## src/rtl/timing_gen.sv

```systemverilog
// timing_gen: beat/phase timing generator for the hardwired controller.
// Produces one-hot beat levels W1..W3 and phase levels T1..T3, and reacts to
// the controller's short/long/stop requests at each beat boundary.
// Optional single-cycle stepping is compiled in with `define TIMING_STEP_EN
// (adds the `step` input).
module timing_gen #(
  parameter int PH_LEN = 1
) (
  input  logic clk,
  input  logic rst,
  input  logic qd,
  input  logic short,
  input  logic long,
  input  logic stop,
`ifdef TIMING_STEP_EN
  input  logic step,
`endif
  output logic w1,
  output logic w2,
  output logic w3,
  output logic t1,
  output logic t2,
  output logic t3,
  output logic running,
  output logic cyc_end
);

  localparam int CW = (PH_LEN > 1) ? $clog2(PH_LEN) : 1;
  localparam logic [CW-1:0] CNT_LAST = CW'(PH_LEN - 1);

  typedef enum logic [1:0] {S_IDLE = 2'd0, S_RUN = 2'd1, S_HALT = 2'd2} state_t;
  typedef enum logic [1:0] {B_W1 = 2'd0, B_W2 = 2'd1, B_W3 = 2'd2} beat_t;
  typedef enum logic [1:0] {P_T1 = 2'd0, P_T2 = 2'd1, P_T3 = 2'd2} phase_t;

  state_t          state, state_nx;
  beat_t           beat, beat_nx, follow_s;
  phase_t          phase, phase_nx;
  logic [CW-1:0]   cnt, cnt_nx;
  logic            step_s;
  logic            cyc_end_nx;

`ifdef TIMING_STEP_EN
  assign step_s = step;
`else
  assign step_s = 1'b0;
`endif

  // Beat that follows b at a beat boundary; short only counts in W1, long only in W2.
  function automatic beat_t follow_beat(input beat_t b, input logic sh, input logic lg);
    case (b)
      B_W1:    follow_beat = sh ? B_W1 : B_W2;
      B_W2:    follow_beat = lg ? B_W3 : B_W1;
      default: follow_beat = B_W1;
    endcase
  endfunction

  // One-hot {w1,w2,w3} for a beat.
  function automatic logic [2:0] beat_onehot(input beat_t b);
    case (b)
      B_W1:    beat_onehot = 3'b100;
      B_W2:    beat_onehot = 3'b010;
      B_W3:    beat_onehot = 3'b001;
      default: beat_onehot = 3'b000;
    endcase
  endfunction

  // One-hot {t1,t2,t3} for a phase.
  function automatic logic [2:0] phase_onehot(input phase_t p);
    case (p)
      P_T1:    phase_onehot = 3'b100;
      P_T2:    phase_onehot = 3'b010;
      P_T3:    phase_onehot = 3'b001;
      default: phase_onehot = 3'b000;
    endcase
  endfunction

  assign follow_s = follow_beat(beat, short, long);

  // Next-state logic: phase sub-counter, phase rotation and beat-boundary decisions.
  always_comb begin
    state_nx = state;
    beat_nx  = beat;
    phase_nx = phase;
    cnt_nx   = cnt;
    case (state)
      S_IDLE: begin
        if (qd) begin
          state_nx = S_RUN;
          beat_nx  = B_W1;
          phase_nx = P_T1;
          cnt_nx   = '0;
        end else begin
          beat_nx  = B_W1;
        end
      end
      S_RUN: begin
        if (cnt != CNT_LAST) begin
          cnt_nx = cnt + CW'(1);
        end else begin
          cnt_nx = '0;
          case (phase)
            P_T1: phase_nx = P_T2;
            P_T2: phase_nx = P_T3;
            default: begin
              // Beat boundary: advance the beat even when halting so HALT shows the pending beat.
              phase_nx = P_T1;
              beat_nx  = follow_s;
              if (stop || (step_s && (follow_s == B_W1))) begin
                state_nx = S_HALT;
              end else begin
                state_nx = S_RUN;
              end
            end
          endcase
        end
      end
      S_HALT: begin
        if (qd) begin
          state_nx = S_RUN;
          phase_nx = P_T1;
          cnt_nx   = '0;
        end else begin
          state_nx = S_HALT;
        end
      end
      default: begin
        state_nx = S_IDLE;
        beat_nx  = B_W1;
        phase_nx = P_T1;
        cnt_nx   = '0;
      end
    endcase
  end

  // cyc_end is registered, so it is raised on entry to the boundary clock whose
  // successor beat is W1; short/long are expected to hold steady through a beat.
  always_comb begin
    if ((state_nx == S_RUN) && (phase_nx == P_T3) && (cnt_nx == CNT_LAST)) begin
      cyc_end_nx = (follow_beat(beat_nx, short, long) == B_W1);
    end else begin
      cyc_end_nx = 1'b0;
    end
  end

  // State registers and registered outputs derived from the next state.
  always_ff @(posedge clk) begin
    if (rst) begin
      state        <= S_IDLE;
      beat         <= B_W1;
      phase        <= P_T1;
      cnt          <= '0;
      {w1, w2, w3} <= 3'b000;
      {t1, t2, t3} <= 3'b000;
      running      <= 1'b0;
      cyc_end      <= 1'b0;
    end else begin
      state        <= state_nx;
      beat         <= beat_nx;
      phase        <= phase_nx;
      cnt          <= cnt_nx;
      {w1, w2, w3} <= (state_nx != S_IDLE) ? beat_onehot(beat_nx) : 3'b000;
      {t1, t2, t3} <= (state_nx == S_RUN) ? phase_onehot(phase_nx) : 3'b000;
      running      <= (state_nx == S_RUN);
      cyc_end      <= cyc_end_nx;
    end
  end

endmodule

```

## config.mk

```make
export PLATFORM = sky130hd
export DESIGN_NAME = timing_gen
export DESIGN_NICKNAME = d
export VERILOG_FILES = /design/src/rtl/timing_gen.sv
export SDC_FILE = /design/constraint.sdc
export NUM_CORES = 1
export LEC_CHECK = 0
export CAP_MARGIN = 5
export CORE_MARGIN = 2
export CORE_UTILIZATION = 52
export CTS_BUF_LIST = sky130_fd_sc_hd__clkbuf_2
export CTS_CLUSTER_DIAMETER = 40
export DETAILED_ROUTE_END_ITERATION = 16
export GPL_TIMING_DRIVEN = 1
export PLACE_DENSITY = 0.81
export SYNTH_ARGS = -nofsm -noshare
export SYNTH_HDL_FRONTEND = slang
export SYNTH_SLANG_ARGS = --single-unit
```

## constraint.sdc

```tcl
create_clock -name clk -period 2.26 [get_ports clk]
set_clock_uncertainty 0.1 [all_clocks]
set_input_delay 0.452 -clock clk [delete_from_list [all_inputs] [get_ports clk]]
set_output_delay 0.452 -clock clk [all_outputs]
set_load 0.01 [all_outputs]
```

* Word level (Yosys, flattened, before mapping) *
Index checks and enable logic that the tools add are counted.

storage, ports and cells
  input port bits = 6
  word-level logic and storage cells = 63
  output and inout bits = 8
  register bits after elaboration = 15

operators by class
  add/sub/neg operators = 1
  multiplexer cells = 23
  reductions and logical operators = 14
  equality and inequality tests = 9
  bitwise operators = 4

operator list
  cell                                           number
  2-to-1 mux 2 bit                               11
  one-hot mux 2 bit (2 select lines)             5
  one-hot mux 3 bit (3 select lines)             2
  == test 2 x 1 -> 1 bit, second input constant  6
  zero test 2 bit                                6
  OR reduction 2 bit                             5
  == test 2 bit, second input constant           3
  one-hot mux 2 bit (3 select lines)             1
  NOT 1 bit                                      4
  2-to-1 mux 1 bit                               3
  logical AND 1 bit                              2
  one-hot mux 1 bit (2 select lines)             1
  nonzero test 2 bit                             1
  adder 1 bit, second input constant             1

* Logic depth before layout (Yosys ltp) *
Gate-level depths: netlist of run 1.

  depth in word-level cells = 10
  mapped depth = 8

* Worst setup path after synthesis of run 1 *
No wires, ideal clock.

  path type = reg-to-reg
  start point = reg state[1]
  end point = reg cyc_end
  stages on the path, launching flop included = 9
  path slack = 0.270 ns
  data arrival time = 1.802 ns
  required time = 2.072 ns
  cell sequence = dfxtp_1 inv_1 ha_1 buf_2 nand4b_1 o221a_2 o311ai_1 or3_1 a311oi_2

between the ends
  cells in the longest elaborated chain, start to end = 8
  elaborated cells on any way between the ends = 23
  those cells by class = 5 x eq/ne; 9 x mux; 2 x bitwise; 7 x reduce/logical

RTL lines
  element                                                                                          RTL line  source
  start: declaration                                                                               35        state_t state, state_nx;
  start signal: assignment                                                                         157       state <= state_nx;
  == test 2 bit, or another cell as far along                                                      85        case (state)
  OR reduction 2 bit (no line) / 2-to-1 mux 2 bit (equally long branches)                          --
  one-hot mux 2 bit (2 select lines) / one-hot mux 2 bit (3 select lines) (equally long branches)  85
  == test 2 bit / == test 2 x 1 -> 1 bit (equally long branches)                                   138       if ((state_nx == S_RUN) && (phase_nx == P_T3) && (cnt_nx == CNT_LAST)) begin
  logical AND 1 bit (2 in series)                                                                  138
  NOT 1 bit (no line)                                                                              --
  OR reduction 2 bit (no line)                                                                     --
  end signal: assignment                                                                           164       cyc_end <= cyc_end_nx;
  end: declaration                                                                                 25        output logic cyc_end

Several ways; a longest one is shown, not always the timed one. The select of a mux whose other input is x is not followed.
A chain may end at the register's enable or synchronous reset.

* Final worst setup path of run 1 *
  start point = reg state[0]
  end point = reg cyc_end

The elaborated chain is that of the path after synthesis.

==> results.md, run 1 <==
- H-tree depth: 1
- Share of layout cells above drive strength 1: 15.38%
- Die height: 41.68 um
- RSZ-0062 raised after global routing: false
- Max-cap violations: 0
- Die Area: 1737 sq um
- Global-route wire length before repair: 2684 um
- Largest net degree at the start of global routing: 12
- Core ar.: 1318 sq um
- CP required: 2.36 ns
- Final RePlAce weighted congestion: 0.8912
- Synth warn: 0
- Final Power: 517.5 uW
- Sw Share: 26.07%
- Reg-to-reg slack, setup: 0.19 ns
- Commonest register cell after synthesis: dfxtp_1
- Max Freq: 483.1 MHz
- Die width: 41.68 um
- Comb pwr share: 21.0%
- Port Buf Inserts: 13
- Peak supply drop: 364.6 uV
- Synth top area share: 40.68%
- Nets: 116
- Vias in the first global route: 669
- Fin. Hold Viols: 0
- Cell variety after synth: 31
- GRT Resource Usage Total: 19.80%
- Worst-case reg-to-reg path depth: 7
- Final Setup Violations: 0
- Rel. slew slack: 75.47%
- Crit end category: register
- Period Utilization, post-route: 91.58%
- Layout fillers: 94
- Mapped Area: 738.2 sq um
- # rows: 13
- Register area share after synthesis: 40.68%
- Post-CTS Setup Inserts: 0
- Vias/cell: 5.613
- Sink count of the clock tree: 15
- DR vias: 668
- CTS Buf Count: 3
- PD cells: 547.1 nW/um^2
- Synth top area cells: dfxtp_1 (41%), ha_1 (8.5%), nand2_1 (4.6%)
- DRT iter0 DRCs: 18
- Setup crit start: state[0]$_SDFF_PP0_
- Run status: finished, final reports clean
- Slew @ Worst Pin: 0.3623 ns
- Initial Util: 56.03%
- Final wirelength: 1519 um
- Syn_area_per_cell: 8.788 sq um
- Final Critical Period: 2.070 ns
- DRC: 0
- # diodes: 0
- Antenna violations before repair: 0
- CTS tree: done
- Total gr overflow: 0
- Clk buf depth: 2
- Clock-pin slew on the worst setup and hold paths: 0.13 ns
- Data arrival, critical path: 2.17 ns
- Asr flop ratio synth: 0%
- Worst r2r src: state[0]$_SDFF_PP0_
- Hold_buf cts: 0
- Synth Instances: 84
- Critical Path Sink: cyc_end$_SDFF_PP0_
- Clock power frac: 23.6%
- Seq pwr share: 55.4%
- Area grow syn2layout: 28.14%
- R2R Path End: cyc_end$_SDFF_PP0_
- Finished Layout Cells: 119
- Yosys top cell by area: dfxtp_1
- Drt wl/cell: 12.76 um
- Crit Path Class: reg2reg
- Worst-path maximum fanout: 6
- Routed Antenna Nets: 0
- DRT Pass-1 Iters: 4
- Min-delay worst type: reg2reg
- Startpoint Class: register
- Power Internal: 382.6 uW
- Seq cells post-synth: 15
- Post-DP HPWL: 1184 um
- Clk Latency, worst-skew pair: 0.27 ns
- Final Slew Violations: 0
- Leakage power: 0.3769 nW
- Psw: 134.9 uW
- Syn_nets: 95
- Post-synth EDFFs: 0
- Cell Count Post-Placement: 115
- Clock tree root buffer cell: clkbuf_2
- I/O pins: 14
cells in the final DEF (no fill, tap or decap):
| master | n |
|---|---|
| buf_4 | 5 |
| o32ai_1 | 1 |
| nor4_1 | 3 |
| or3_1 | 1 |
| clkdlybuf4s50_1 | 13 |
| clkbuf_2 | 4 |
| and2_1 | 2 |
| a41oi_1 | 1 |
| a31o_2 | 1 |
| o21ai_1 | 2 |
| nand4b_1 | 1 |
| a211o_1 | 1 |
| dfxtp_4 | 2 |
| o311ai_1 | 1 |
| ha_1 | 4 |
| o221a_2 | 1 |
| nand2_1 | 9 |
| nand3b_1 | 1 |
| a311oi_2 | 1 |
| o21ai_0 | 4 |
| and3b_1 | 1 |
| nand2b_1 | 3 |
| nor3_1 | 4 |
| a21oi_1 | 2 |
| o21ba_1 | 1 |
| nor3b_2 | 1 |
| nor2_1 | 7 |
| and2b_1 | 2 |
| a211oi_1 | 2 |
| ha_2 | 1 |
| inv_1 | 7 |
| dfxtp_1 | 13 |
| o31ai_1 | 1 |
| o22a_1 | 1 |
cells in the mapped netlist (all sizes together), types with 2 or more instances:
library cell and instances:
dfxtp 15, inv 7, nor2 7, nand2b 3, ha 5, and2 2, o21ai 6, nor4 3
a21oi 2, a211oi 2, and2b 2, nor3 4, buf 2, nand2 9
state kept, by name, summed over array words and instances (netlist names):
signal / count
running: 1
t1: 1
beat: 2
w3: 1
t2: 1
w1: 1
cnt: 1
phase: 2
cyc_end: 1
state: 2
w2: 1
t3: 1
power groups by stage:
stage / registers (mW) / logic, mW / clock network [mW]
4_1_cts: 0.287 / 0.108 / 0.127
5_1_grt: 0.289 / 0.119 / 0.139
3_5_place_dp: 0.293 / 0.107 / 0
3_3_place_gp: 0.293 / 0.105 / 0
6_report: 0.287 / 0.109 / 0.122
2_1_floorplan: 0.296 / 0.0572 / 0
layout make-up:
cell class	instances	area, sq um	share of cell area [%]
Inverter	7	26.28	2.778
Timing Repair Buffer	18	167.7	17.72
Multi-Input combinational cell	60	405.4	42.86
Sequential cell	15	307.8	32.54
Clock buffer	4	20.02	2.116
Tap cell	15	18.77	1.984
how the worst min path moves through the flow:
stage	startpoint	to	slack, ns	depth (start not counted)
CTS	cnt$_SDFF_PP0_	cnt$_SDFF_PP0_	0.45	2
global route	cnt$_SDFF_PP0_	cnt$_SDFF_PP0_	0.49	2
global placement	cnt$_SDFF_PP0_	cnt$_SDFF_PP0_	0.43	2
finish	cnt$_SDFF_PP0_	cnt$_SDFF_PP0_	0.45	2
floorplan	cnt$_SDFF_PP0_	cnt$_SDFF_PP0_	0.37	2
detailed placement	cnt$_SDFF_PP0_	cnt$_SDFF_PP0_	0.43	2
metrics by stage:
stage / setup slack (ns) / setup TNS (ns) / utilization (%) / hold slack, ns / cell area [sq um]
2_1_floorplan: 0.2702 / 0 / - / 0.3728 / 738.2
3_3_place_gp: 0.06884 / 0 / 69.52 / 0.4263 / 915.9
3_5_place_dp: -0.01245 / -0.01245 / 69.52 / 0.4314 / 915.9
4_1_cts: 0.08743 / 0 / 71.04 / 0.4527 / 935.9
5_1_grt: 0.008920 / 0 / 71.79 / 0.4922 / 945.9
6_report: 0.1902 / 0 / 71.79 / 0.4549 / 945.9
layer usage:
layer  global-route usage, %  part of all wire (%)  vias up
met3                   8.696                   5.2        2
met2                   33.44                    50       18
met4                   6.452                  0.66        0
li1                        -                     -      340
met1                   22.13                    44      308
met5                       0                     0        -
logic make-up (layout without fill, tap and decap cells):
group / count (synthesis) / in the layout / share of synthesized area [%]
compound gates: 20 / 20 / 20.51
fa+ha+maj: 5 / 5 / 8.475
buf+inv: 9 / 29 / 4.745
flops: 15 / 15 / 40.68
simple gates: 35 / 35 / 25.59
critical path, stage by stage, from the launching register on:
cell and delay [ns]:
dfxtp_4 0.39, inv_1 0.06, ha_1 0.25, a21oi_1 0.15, o221a_2 0.25, o311ai_1 0.14
or3_1 0.41, a311oi_2 0.25
repair_timing:
item | CTS | global route
endpoints found under the hold margin | 0 | 0
endpoints found under the setup margin | 0 | 1
resized for setup | 0 | 5
No activity file was read; power rests on OpenSTA's default activity.
==> run 2: changes to the inputs <==
--- a/config.mk
+++ b/config.mk
@@ -5,9 +5,10 @@
 export SDC_FILE = /design/constraint.sdc
 export NUM_CORES = 1
 export LEC_CHECK = 0
+export ABC_AREA = 1
 export CAP_MARGIN = 5
 export CORE_MARGIN = 2
-export CORE_UTILIZATION = 52
+export CORE_UTILIZATION = 53
 export CTS_BUF_LIST = sky130_fd_sc_hd__clkbuf_2
 export CTS_CLUSTER_DIAMETER = 40
 export DETAILED_ROUTE_END_ITERATION = 16
==> run 2 against run 1 <==
Against the previous run:
- setup slack improved by 0.28 ns
- die area grew 4.0%
- sequential share of layout area fell by 1.2 points
- routed wire length fell by 4.5%
- fmax increased by 16%
- sequential power is essentially flat
- synthesized cell count rose by 26%
- first-iteration DRC count fell by 39%
- non-clock buffer count is 4 lower
==> results.md, run 2 <==
- Post-CTS Setup Inserts: 0 (unchanged)
- Vias/cell: 4.913 (-12%)
- Clock-pin slew on the worst setup and hold paths: 0.14 ns (about the same)
- Most common cell after layout, fill and taps aside: nand2_1
- Cell variety after synth: 19 (-39%)
- PD cells: 533.4 nW/um^2 (-2.5%)
- Nets: 135 (+16%)
- Syn_nets: 117 (+23%)
- Most frequent cell after synthesis: nand2_1
- Vias in the first global route: 640 (-4.3%)
- Fin worst setup slack: 0.4734 ns (+0.2832 ns)
- Synth warn: 0 (unchanged)
- Data arrival, critical path: 1.88 ns (-0.29 ns)
- Share of layout cells above drive strength 1: 20.33% (+4.9 points)
- Compound-cell area share of the yosys netlist: 3.822% (-17 points)
- Simple-Gate Fraction of Synth Area: 40.13% (+15 points)
- Clk buf depth: 2 (unchanged)
- Routed Antenna Nets: 0 (unchanged)
- Layout fillers: 116 (+23%)
- RSZ-0062 raised after global routing: false
- Synth top area cells: dfxtp_1 (38%), nand2_1 (11%), ha_1 (8.0%)
- Rel. slew slack: 78.18% (+2.7 points)
- Run status: finished, final reports clean
- M1 GR Usage: 20.84% (-1.3 points)
- I/O pins: 14 (unchanged)
- CTS Buf Count: 3 (unchanged)
- Largest net degree at the start of global routing: 9 (-3)
- DRC: 0 (unchanged)
- Port Buf Inserts: 13 (unchanged)
- Commonest register cell after synthesis: dfxtp_1
- Antenna violations before repair: 0 (unchanged)
- Post-DP HPWL: 1194 um (+0.90%)
- Sink count of the clock tree: 15 (unchanged)
- Multi-input gate area: 416.7 sq um (+2.8%)
- Slowest cell delay on critical path: 0.45 ns (+0.04 ns)
- # diodes: 0 (unchanged)
- Max Freq: 559.7 MHz (+16%)
- Yosys top cell by area: dfxtp_1
- CTS resizes: 0 (unchanged)
- Global-route wire length before repair: 2553 um (-4.9%)
- Total gr overflow: 0 (unchanged)
- Setup TNS: 0 ns (unchanged)
- DRT Pass-1 Iters: 4 (unchanged)
- H-tree depth: 1 (unchanged)
- Cell Count Post-Placement: 134 (+17%)
- Synth Instances: 106 (+26%)
- Crit Path Class: reg2reg
- Syn_area_per_cell: 7.413 sq um (-16%)
- Drt wl/cell: 10.51 um (-18%)
- Seq cells post-synth: 15 (unchanged)
- Fin area: 957.2 sq um (+1.2%)
- Hold_buf cts: 0 (unchanged)
- Post-synth top cells: nand2_1 (23), dfxtp_1 (15), inv_1 (15), nor2_1 (15), nand3_1 (8)
- CP required: 2.35 ns (about the same)
- Peak supply drop: 378.0 uV (+3.7%)
- Combinational family with the most area after synthesis: simple AND/OR/NAND/NOR gates
- Final Setup Violations: 0 (unchanged)
- Worst-path maximum fanout: 6 (unchanged)
- Crit-path cells: inv_1 > ha_1 > nor2_2 > inv_1 > nand2_1 > nand3_1 > nand2_2 > inv_2 > nor2_2 > nor2_1
- Post-synth EDFFs: 0 (unchanged)
- Crit end category: register
- Commonest cells after routing, fill and taps aside: nand2_1 (23), inv_1 (15), nor2_1 (15), dfxtp_1 (15), clkdlybuf4s50_1 (13)
- Initial Util: 58.20% (+2.2 points)
- Final RePlAce weighted congestion: 0.8552 (-4.0%)
- Met2 usage: 32.92% (-0.51 points)
- Die Area: 1807 sq um (+4.0%)
- DR vias: 678 (+1.5%)
- Max-cap violations: 0 (unchanged)
- CTS tree: done
- Area grow syn2layout: 21.82%
- Final wirelength: 1451 um (-4.5%)
- Die width: 42.51 um (+2.0%)
- Multiplexer share of the synthesized area: 0% (unchanged)
- GR Util met3: 6.466% (-2.2 points)
- Finished Layout Cells: 138 (+16%)
- Mapped Area: 785.8 sq um (+6.4%)
- Clk Latency, worst-skew pair: 0.29 ns (+0.02 ns)
- Synth top area share: 38.22% (-2.5 points)
- # rows: 13 (unchanged)
- Die height: 42.51 um (+2.0%)
- DRT iter0 DRCs: 11 (-7)
- Most used routing layer: met2
- Register area: 300.3 sq um (-2.4%)
- Largest registers: beat (2), phase (2), state (2)
- Placed Area: 937.1 sq um (+2.3%)
- GRT Resource Usage Total: 18.65% (-1.2 points)
- Period Utilization, post-route: 79.05% (-13 points)
- Worst Path Buf+Inv: 3 (+2)
- XOR/XNOR Fraction of Synth Area: 1.115% (+1.1 points)
- Clock tree root buffer cell: clkbuf_2
- Final Critical Period: 1.787 ns (-0.2832 ns)
- Adder-Cell Fraction of Synth Area: 7.962% (-0.51 points)
- Min-delay worst type: reg2reg
- Layout Utilization: 70.90% (-0.90 points)
- Slew @ Worst Pin: 0.3273 ns (-0.03498 ns)
- Dpl ws: 0.4520 ns (+0.4645 ns)
- Startpoint Class: register
- Core ar.: 1350 sq um (+2.5%)
- Crit-path leading delay family: simple AND/OR/NAND/NOR gates
- Fin. Hold Viols: 0 (unchanged)
- Asr flop ratio synth: 0% (unchanged)
- Critical path's slowest cell: dfxtp_1
- Leakage power: 0.4414 nW (+17%)
- Register area share after synthesis: 38.22% (-2.5 points)
- Final Slew Violations: 0 (unchanged)
-- run 2: final timing paths --
kind | from | end | slack [ns] | cells past startpoint
worst max-delay path | state[0]$_SDFF_PP0_ | w1$_SDFF_PP0_ | 0.47 | 10
worst max register to register | state[0]$_SDFF_PP0_ | w1$_SDFF_PP0_ | 0.47 | 10
worst min-delay path | beat[1]$_SDFF_PP0_ | w2$_SDFF_PP0_ | 0.48 | 3
worst min register to register | beat[1]$_SDFF_PP0_ | w2$_SDFF_PP0_ | 0.48 | 3
-- run 2: cell families after synthesis --
logic type	Yosys count
adders and majority gates	5
DFF	15
AOI/OAI and AO/OA	4
and+or+nand+nor	63
xor gates and xnor gates	1
buffers and inverters	18
-- run 2: stage by stage --
stage / hold WS (ns) / power [mW]
6_report: 0.4833 / 0.5105
2_1_floorplan: 0.4149 / 0.3491
5_1_grt: 0.5207 / 0.5329
3_5_place_dp: 0.4690 / 0.3884
4_1_cts: 0.4879 / 0.5149
3_3_place_gp: 0.4609 / 0.3851
-- run 2: final cells by class --
cell class | count | share of cell area (%)
inverter | 17 | 6.667
sequential | 15 | 31.37
clock buffer | 4 | 2.092
tap | 15 | 1.961
multi-input combinational | 73 | 43.53
timing repair buffer | 14 | 14.38
-- run 2: power breakdown --
group,switching (mW),internal (mW)
combinational,0.0542,0.0443
clock,0.0814,0.0469
sequential,0.00728,0.276
-- run 2: worst register-to-register path, delay by kind of cell (launching register included) --
family        cells  cell delay, ns
fa+ha+maj         1            0.27
flops             1            0.45
simple gates      6            0.69
buf+inv           3            0.19
-- run 2: routing by layer --
layer  vias up  part of all wire (%)
met2        16                    49
met4         0                   1.3
li1        356                     -
met1       301                    45
met3         5                   5.3
met5         -                     0
